File: src/rtl/alu_core_pkg.sv
// Shared constants for the ALU: datapath width, main-decoder classes,
// instruction opcodes (bits [31:21]) and the 4-bit ALU control codes.
package alu_core_pkg;

  localparam int WORD = 64;

  localparam logic [1:0] ALUOP_DTYPE  = 2'b00;
  localparam logic [1:0] ALUOP_BRANCH = 2'b01;
  localparam logic [1:0] ALUOP_RTYPE  = 2'b10;

  localparam logic [10:0] OP_ADD  = 11'b10001011000;
  localparam logic [10:0] OP_SUB  = 11'b11001011000;
  localparam logic [10:0] OP_AND  = 11'b10001010000;
  localparam logic [10:0] OP_ORR  = 11'b10101010000;
  localparam logic [10:0] OP_LDUR = 11'b11111000010;
  localparam logic [10:0] OP_STUR = 11'b11111000000;

  localparam logic [3:0] CTRL_AND  = 4'b0000;
  localparam logic [3:0] CTRL_ORR  = 4'b0001;
  localparam logic [3:0] CTRL_ADD  = 4'b0010;
  localparam logic [3:0] CTRL_SUB  = 4'b0110;
  localparam logic [3:0] CTRL_PASS = 4'b0111;

endpackage

File: src/rtl/alu_core_control.sv
// ALU control decoder: main-decoder class plus opcode -> 4-bit operation.
// Anything not explicitly decoded falls back to add.
module alu_control
  import alu_core_pkg::*;
(
  input  logic [1:0]  alu_op,
  input  logic [10:0] opcode,
  output logic [3:0]  control_bits
);

  always_comb begin
    control_bits = CTRL_ADD;
    case (alu_op)
      ALUOP_DTYPE:  control_bits = CTRL_ADD;
      ALUOP_BRANCH: control_bits = CTRL_PASS;
      ALUOP_RTYPE: begin
        case (opcode)
          OP_ADD:  control_bits = CTRL_ADD;
          OP_SUB:  control_bits = CTRL_SUB;
          OP_AND:  control_bits = CTRL_AND;
          OP_ORR:  control_bits = CTRL_ORR;
          default: control_bits = CTRL_ADD;
        endcase
      end
      default: control_bits = CTRL_ADD;
    endcase
  end

endmodule

File: src/rtl/alu_core.sv
// Single-cycle ALU: combinational result/zero flag with a registered copy
// of both, cleared asynchronously by rst_n.
module alu_core #(
  parameter int WORD = alu_core_pkg::WORD
) (
  input  logic            clk,
  input  logic            rst_n,
  input  logic [WORD-1:0] data_1,
  input  logic [WORD-1:0] data_2,
  input  logic [1:0]      alu_op,
  input  logic [10:0]     opcode,
  output logic [3:0]      control,
  output logic [WORD-1:0] result,
  output logic            flag,
  output logic [WORD-1:0] result_q,
  output logic            flag_q
);
  import alu_core_pkg::*;

  alu_control u_ctrl (
    .alu_op       (alu_op),
    .opcode       (opcode),
    .control_bits (control)
  );

  // Undecoded control values yield zero, which forces the zero flag high.
  always_comb begin
    result = '0;
    case (control)
      CTRL_ADD:  result = data_1 + data_2;
      CTRL_SUB:  result = data_1 - data_2;
      CTRL_AND:  result = data_1 & data_2;
      CTRL_ORR:  result = data_1 | data_2;
      CTRL_PASS: result = data_2;
      default:   result = '0;
    endcase
  end

  assign flag = (result == '0);

  always_ff @(posedge clk or negedge rst_n) begin
    if (!rst_n) begin
      result_q <= '0;
      flag_q   <= 1'b0;
    end else begin
      result_q <= result;
      flag_q   <= flag;
    end
  end

endmodule

File: config.mk
export PLATFORM = sky130hd
export DESIGN_NAME = alu_core
export DESIGN_NICKNAME = d
export VERILOG_FILES = /design/src/rtl/alu_core_pkg.sv /design/src/rtl/alu_core_control.sv /design/src/rtl/alu_core.sv
export SDC_FILE = /design/constraint.sdc
export NUM_CORES = 1
export LEC_CHECK = 0
export CAP_MARGIN = 20
export CORE_AREA = 4 4 161 132
export DETAILED_ROUTE_END_ITERATION = 8
export DIE_AREA = 0 0 165 136
export GPL_ROUTABILITY_DRIVEN = 1
export PLACE_DENSITY = 0.77
export SYNTH_ARGS = -nofsm -noshare
export SYNTH_HDL_FRONTEND = slang
export SYNTH_SLANG_ARGS = --single-unit
File: constraint.sdc
create_clock -name clk -period 27.7 [get_ports clk]
set_clock_uncertainty 0.05 [all_clocks]
set_input_delay 5.54 -clock clk [delete_from_list [all_inputs] [get_ports clk]]
set_output_delay 5.54 -clock clk [all_outputs]
set_load 0.02 [all_outputs]
# == After elaboration in Yosys (flattened, before gate mapping) ==
# Cells that the tools add are included.
# totals
ff_bits,65
input_bits,143
out_inout_bits,134
word_cells,20
# op_classes
n_addsub,2
n_eq_ne,9
muxes,3
bitwise,2
n_reduce_logical,2
# ops
operator,count
64-bit case mux with 5 select lines,1
64-bit adder,1
64-bit bitwise AND,1
64-bit logical NOT,1
64-bit OR,1
64-bit subtractor,1
"11-bit equality test, second input constant",3
3-bit case mux with 3 select lines,1
"4-bit by 3-bit equality test with 1-bit output, second input constant",2
4-bit case mux with 2 select lines,1
"4-bit by 1-bit equality test with 1-bit output, second input constant",1
"4-bit by 2-bit equality test with 1-bit output, second input constant",1
4-bit logical NOT,1
"2-bit by 1-bit equality test with 1-bit output, second input constant",1
"2-bit equality test, second input constant",1

# == Logic depth before layout (Yosys ltp) ==
# Gate-level depths: netlist (run 1).
# depth
word_depth,6
mapped_depth,25
mapped_depth_nobuf,23

# == Modules after synthesis ==
# Synthesis (run 1) repeated with hierarchy kept, for this count alone.
# hier_totals
hier_cells,1242
area_unflattened_um2,9098.7
# by_module_without_submodules
mod,n_inst,cells_each,area_per_inst_um2,seq_area_each_um2
alu_core,1,1225,8942.3,1626.6
alu_control,1,17,156.4,0.0

# == Worst setup path before layout (run 1) ==
# No wires, ideal clock.
# synth_path
path_type,input to output
startpoint,input alu_op[0]
endpoint,output flag
arrival_time_ns,11.518
required_ns,22.110
slack_ns,10.592
cell_stages,22
n_path_buf,2
cell_sequence,inv_1 ha_1 nor4bb_1 a31o_2 buf_2 nor3_1 clkbuf_1 mux2i_1 fa_1 a2111oi_0 o31a_1 a211oi_1 o21a_1 o311ai_1 and2_1 nor2_1 a31oi_1 mux2i_1 nand3_1 or4b_1 or4b_2 a2111oi_2
# synth_via
elab_chain_len,5
word_cells_on_any_way,10
cone_classes,eq/ne: 6; mux: 2; reduce/logical: 2
# synth_lines
item,line_no,source
"start, declared",alu_core.sv:10,"input logic [1:0] alu_op,"
2-bit equality test or 2-bit by 1-bit equality test with 1-bit output (tied branches),alu_core_control.sv:13,case (alu_op)
4-bit case mux with 2 select lines *,alu_core_control.sv:13,
4-bit by 3-bit equality test with 1-bit output (tied with other cells),alu_core.sv:29,case (control)
64-bit case mux with 5 select lines *,alu_core.sv:29,
net result[56],alu_core.sv:13,"output logic [WORD-1:0] result,"
64-bit logical NOT *,alu_core.sv:39,assign flag = (result == '0);
"end, declared",alu_core.sv:14,"output logic flag,"
# Mark *: on every way through the listed nets, which the timed path passes. The rest lies on a longest branch.

# == Worst setup path in the final report (run 1) ==
# layout_path
startpoint,input alu_op[1]
endpoint,output flag
# layout_via
elab_chain_len,5
word_cells_on_any_way,10
cone_classes,eq/ne: 6; mux: 2; reduce/logical: 2
# layout_lines
item,line_no
2-bit equality test or 2-bit by 1-bit equality test with 1-bit output (tied branches),alu_core_control.sv:13
4-bit case mux with 2 select lines *,alu_core_control.sv:13
4-bit by 3-bit equality test with 1-bit output (tied with other cells),alu_core.sv:29
64-bit case mux with 5 select lines *,alu_core.sv:29
64-bit logical NOT *,alu_core.sv:39
# Every way passes the cells marked *; elsewhere a longest branch is shown, timed or not.

==> results of run 1 <==
state kept, by name, indices dropped and copies added (netlist names):
signal,cells
result_q,64
flag_q,1
cell usage after synthesis, drive strengths merged, types with 3 or more instances:
library cell	count	area, um2
o21bai	6	45.0
a2111oi	5	56.3
o21ai	74	374
xor2	57	499
or3	26	163
buf	27	148
nand3b	4	30.0
nand3	33	165
a21oi	154	771
a22oi	4	30.0
nand4b	4	35.0
a31o	6	52.6
o21a	14	106
a21o	30	225
nand2	109	409
and4b	5	50.1
and3	10	62.6
nor3	37	185
o211ai	3	22.5
nor2	80	300
inv	23	86.3
ha	68	851
a32oi	5	43.8
nor4	15	93.8
nor2b	9	56.3
nand2b	9	56.3
nand4	22	138
or2	4	25.0
a41oi	3	26.3
xnor2	53	464
o211a	3	30.0
o41ai	7	80.1
o221a	3	33.8
a211o	4	35.0
a211oi	6	45.0
o31ai	19	143
dfrtp	65	1630
mux2i	3	30.0
a221o	5	50.1
a221oi	3	26.3
a31oi	56	350
o22ai	32	200
clkbuf	35	131
and2	8	50.1
or4	11	86.3
how the worst min path moves through the flow:
| stage | start | to | slack, ns |
|---|---|---|---|
| 6_report | rst_n | result_q[50] | 5.25 |
| 5_1_grt | rst_n | result_q[50] | 5.33 |
| 4_1_cts | rst_n | result_q[50] | 5.29 |
| 3_5_place_dp | rst_n | result_q[48] | 5.66 |
| 3_3_place_gp | rst_n | result_q[49] | 5.65 |
| 2_1_floorplan | rst_n | flag_q | 5.19 |
where the power goes:
| group | internal [uW] | switching (uW) | leakage, uW |
|---|---|---|---|
| logic | 183 | 255 | 0.00384 |
| clock network | 70.6 | 51.8 | 0.000150 |
| registers | 119 | 7.20 | 0.000794 |
per-layer routing:
metal | vias to the layer above | track usage (%) | share of wire (%)
met4 | 2 | 7.48 | 2.2
met5 | - | 0 | 0.030
met1 | 5028 | 46.5 | 43
li1 | 4978 | - | -
met3 | 78 | 8.28 | 13
met2 | 738 | 47.0 | 43
cells in the final DEF, fill, tap and decap left out, drive strengths merged, types with 5 or more instances in the layout:
cell type,netlist,layout
or4,11,11
o31ai,19,19
a21o,30,30
nor4,15,15
and2,8,8
a32oi,5,5
a211oi,6,6
xor2,57,57
o21ai,74,74
nand2b,9,9
nor3,37,37
nand4,22,22
clkinv,0,6
clkbuf,35,9
a221o,5,5
nor2b,9,9
a31o,6,6
o41ai,7,7
a2111oi,5,5
a31oi,56,56
o21bai,6,6
inv,23,23
dfrtp,65,65
o22ai,32,32
o21a,14,14
ha,68,68
a21oi,154,154
nand3,33,33
nor2,80,80
buf,27,10
and3,10,10
and4b,5,5
or3,26,26
clkdlybuf4s50,0,274
xnor2,53,53
nand2,109,109
logic make-up after synthesis:
group | share of synthesized area, %
AOI/OAI and AO/OA | 33.0
xor gates and xnor gates | 11.0
adders and majority gates | 9.95
buffers and inverters | 4.17
DFF | 18.6
muxes | 0.343
other | 0.0428
and+or+nand+nor | 22.9
area by class of cell:
type | instances | area [um2]
clock buffer | 9 | 225
clock inverter | 7 | 78.8
fill | 1745 | 7680
inverter | 23 | 86.3
multi-input combinational | 1037 | 6780
sequential | 65 | 1630
tap | 264 | 330
timing repair buffer | 284 | 2820
through the flow:
step | hold slack [ns] | utilization (%) | instances | power, uW
floorplan | 5.19 | - | 1187 | 367
global placement | 5.65 | 59.3 | 1672 | 557
detailed placement | 5.66 | 59.3 | 1673 | 558
CTS | 5.29 | 60.9 | 1689 | 683
global route | 5.33 | 60.9 | 1689 | 722
finish | 5.25 | 60.9 | 1689 | 687
==> results.md, run 1 <==
- Largest net degree at the start of global routing: 66
- Crit Path Class: input port to output pin
- Max cap viols: 0
- # setup viols final: 0
- Final TNS setup: 0 ns
- Root Driver: clkbuf_16
- Initial DRC count: 1344
- Final HPWL DP: 29100 um
- Final Hold Fails: 0
- Most used DFF post-synth: dfrtp_1
- Initial Utilization: 44.6%
- Port bufs: 275
- Place WS: 8.24 ns
- Max frequency: 51.0 MHz
- CP Depth: 22
- Vias: 10800
- Yosys cell types: 77
- Status: complete, no violations
- CP max-delay cell: nor4_1
- Max rail drop VDD: 0.0345 mV
- CTS tree: built
- Num CTS Buffers: 9
- Gr usage total: 31.9%
- Mean Syn Cell Area: 7.37 um2
- Critical path arrival: 14.02 ns
- Sink Count: 65
- Post-synth net total: 1399
- Final Slew Violations: 0
- CP max stage delay: 0.94 ns
- Layout area overhead: 36.5%
- Seq cells post-synth: 65
- DR WL/cell: 22.0 um
- CP cell instances: clkdlybuf4s50_1 -> ha_1 -> nor4bb_1 -> a31o_2 -> buf_4 -> nor3_2 -> buf_4 -> mux2i_1 -> fa_1 -> a2111oi_0 -> o31a_1 -> a211oi_1 -> o21a_1 -> or3_1 -> a21oi_1 -> xnor2_1 -> o22ai_1 -> nor4_1 -> or4b_1 -> or4b_2 -> a2111oi_2 -> clkdlybuf4s50_1
- Io pins: 277
- PostCTS Resize Cnt: 0
- Static Leakage: 0.00479 uW
- CP Launch Point: alu_op[1]
- Sequential area share after synthesis: 18.6%
- Final Critical Period: 19.61 ns
- Die X: 165 um
- Nets@finish: 1632
- RSZ-0062 raised after global routing: no
- Largest delay contributor family on the critical path: simple AND/OR/NAND/NOR gates
- Vias per cell: 6.41
- Asr flop ratio synth: 100%
- Final setup margin: 8.09 ns
- YS warnings: 0
- Layout cell share with drive strength beyond 1: 3.44%
- DP Area: 0.0116 mm2
- Slew HR: 27.9%
- Worst hold path type: input port to async pin
- Cts hold-fix bufs: 0
- Critical path buffers and inverters: 4
- Tcrit/Tclk final: 70.8%
- Die area: 0.0224 mm2
- Gpl congestion: 1.00
- Clock Tree Buf Depth: 2
- Core Region: 0.0196 mm2
- H-Tree Depth: 3
- Final instance area: 0.0119 mm2
- WP data required: 22.11 ns
- ANT cells: 0
- Initial antenna violation count: 1
- CP endpoint: flag
- Vias in the first global route: 9836
- Die height: 136 um
- Mapped Area: 0.00875 mm2
- Worst-path clk slew: 0.07 ns
- Number of setup buffers added after CTS: 0
- PwrDens: 57.5 mW/mm2
- Post-synth EDFFs: 0
- Mapped Cells: 1187
- Routed WL: 37100 um
- Remaining DRCs: 0
- Crit end category: output pin
- Worst-Margin Slew: 1.07 ns
- Startpoint types: input port
- ANT nets after route: 0
- Placement Rows: 46
- Global route overflow: 0
- Max FO, Critical Path: 46
- Pre-antenna DRT Iters: 6
- First-pass GRT wire length: 56300 um
Power figures use the tool's default switching activity.
==> inputs of run 2 (changes only) <==
--- a/config.mk
+++ b/config.mk
@@ -6,11 +6,11 @@
 export NUM_CORES = 1
 export LEC_CHECK = 0
 export CAP_MARGIN = 20
-export CORE_AREA = 4 4 161 132
+export CORE_AREA = 4 4 163 134
 export DETAILED_ROUTE_END_ITERATION = 8
-export DIE_AREA = 0 0 165 136
+export DIE_AREA = 0 0 167 138
 export GPL_ROUTABILITY_DRIVEN = 1
-export PLACE_DENSITY = 0.77
+export PLACE_DENSITY = 0.78
 export SYNTH_ARGS = -nofsm -noshare
 export SYNTH_HDL_FRONTEND = slang
 export SYNTH_SLANG_ARGS = --single-unit
==> constraint.sdc (replaced) <==
create_clock -name clk -period 16.2 [get_ports clk]
set_clock_uncertainty 0.05 [all_clocks]
set_input_delay 3.24 -clock clk [delete_from_list [all_inputs] [get_ports clk]]
set_output_delay 3.24 -clock clk [all_outputs]
set_load 0.02 [all_outputs]
==> results.md, run 2 (synthesis results as in run 1) <==
- Initial antenna violation count: 0
- Slew HR: 27.3%
- Final cell count without fillers: 1700
- Global route overflow: 0
- Gpl congestion: 0.994
- Placement Rows: 47
- Tcrit/Tclk final: 91.9%
- Max FO, Critical Path: 22
- PwrDens: 100 mW/mm2
- Final Hold Fails: 0
- DR WL/cell: 22.2 um
- Remaining DRCs: 0
- Root Driver: clkbuf_16
- FILL cells: 1880
- Nets@finish: 1635
- ANT nets after route: 0
- Placed insts: 1681
- Final Slew Violations: 0
- H-Tree Depth: 3
- CP cell instances: clkdlybuf4s50_1 -> ha_1 -> nor4bb_1 -> and3_1 -> nor2_1 -> nand2_1 -> o21ai_0 -> xor2_1 -> ha_1 -> a21oi_1 -> o21ai_0 -> or2_2 -> o2111ai_1 -> o211a_1 -> o21a_1 -> o21ai_0 -> xnor2_1 -> o22ai_1 -> nor4_1 -> buf_4 -> or4b_1 -> or4b_2 -> a2111oi_2 -> clkdlybuf4s50_1
- Routed WL: 37700 um
- Max cap viols: 0
- Seq. cell area: 0.00163 mm2
- CTS tree: built
- Worst hold path type: input port to async pin
- Initial DRC count: 1420
- Worst-path clk slew: 0.06 ns
- CP most frequent cell: o21ai_0
- Worst-Margin Slew: 1.08 ns
- Crit end category: output pin
- Io pins: 277
- CP max stage delay: 0.70 ns
- RSZ-0062 raised after global routing: no
- Max rail drop VDD: 0.0636 mV
- Regs by FF count: result_q x64, flag_q x1
- Sink Count: 65
- Max reg flops: 64
- Status: complete, no violations
- CP Launch Point: alu_op[1]
- Crit Path Class: input port to output pin
- First-pass GRT wire length: 58000 um
- Die height: 138 um
- Cts hold-fix bufs: 0
- Most frequent cells in the layout: 274 x clkdlybuf4s50_1, 154 x a21oi_1, 109 x nand2_1
- Critical path arrival: 11.59 ns
- Static Leakage: 0.00482 uW
- Core Region: 0.0203 mm2
- Final Critical Period: 14.88 ns
- Largest net degree at the start of global routing: 66
- Startpoint types: input port
- Max frequency: 67.2 MHz
- Clock Tree Buf Depth: 2
- Top reg by flops: result_q
- Die X: 167 um
- Pre-antenna DRT Iters: 5
- Multi-input gate area: 0.00678 mm2
- Layout cell share with drive strength beyond 1: 3.57%
- Final TNS setup: 0 ns
- Vias per cell: 6.42
- Final HPWL DP: 29500 um
- Number of setup buffers added after CTS: 0
- Layout area overhead: 37.3%
- Initial Utilization: 43.1%
- Vias in the first global route: 10200
- CP max-delay cell: nand2_1
- # setup viols final: 0
- Port bufs: 275
- Gr usage total: 31.1%
- Die area: 0.0230 mm2
- Num CTS Buffers: 9
- Most common cell after layout, fill and taps aside: clkdlybuf4s50_1
- PostCTS Resize Cnt: 0
- WP data required: 12.91 ns
- Vias: 10900
-- run 2: changes by cell type in the layout (fill, tap and decap cells not counted) --
| cell | before | now |
|---|---|---|
| clkinv_2 | 1 | 0 |
| clkinv_4 | 4 | 1 |
| buf_4 | 9 | 13 |
| diode_2 | 0 | 3 |
| clkinvlp_4 | 0 | 1 |
| bufinv_16 | 1 | 3 |
| clkbuf_1 | 0 | 1 |
| buf_6 | 1 | 0 |
-- run 2: worst max-delay path: cells and delay by family --
family          cells  cell delay (ns)
fa+ha+maj           2             0.75
compound gates      9             2.26
xor+xnor            2             0.42
buf+inv             3             1.41
simple gates        8             3.49
-- run 2: final timing paths --
path	end	slack, ns	cells after the start
setup / recovery	flag	1.32	24
hold / removal	result_q[48]	2.96	1
max in group asynchronous	result_q[20]	12.56	1
min in group clk	result_q[54]	3.64	3
-- run 2: cell type report --
type,instances,share of cell area [%]
clock buffer,10,1.90
antenna,3,0.0625
tap,269,2.80
sequential,65,13.5
clock inverter,6,0.958
timing repair buffer,287,23.6
inverter,23,0.718
multi-input combinational,1037,56.4
-- run 2: power by group --
part | internal (uW) | switching [uW]
Combinational | 315 | 439
Sequential | 203 | 12.8
Clock | 151 | 85.6
Total | 670 | 537
-- run 2: metal layers --
layer	up-vias	global-route usage [%]	wire length, um
li1	5000	-	-
met1	5127	43.8	16000
met2	698	46.2	16100
met3	84	8.48	4570
met4	0	10.3	1140
met5	-	0	0
-- run 2: metrics by stage --
| stage | area (um2) | power (uW) | setup WS [ns] | util, % | hold WS (ns) |
|---|---|---|---|---|---|
| after floorplan | 8750 | 628 | 3.69 | - | 2.89 |
| after global placement | 11700 | 954 | 1.69 | 57.5 | 3.35 |
| after detailed placement | 11700 | 959 | 1.46 | 57.5 | 3.37 |
| after CTS | 12000 | 1200 | 1.44 | 59.2 | 3.00 |
| after global routing | 12000 | 1270 | 0.862 | 59.2 | 3.04 |
| final | 12000 | 1210 | 1.32 | 59.2 | 2.96 |
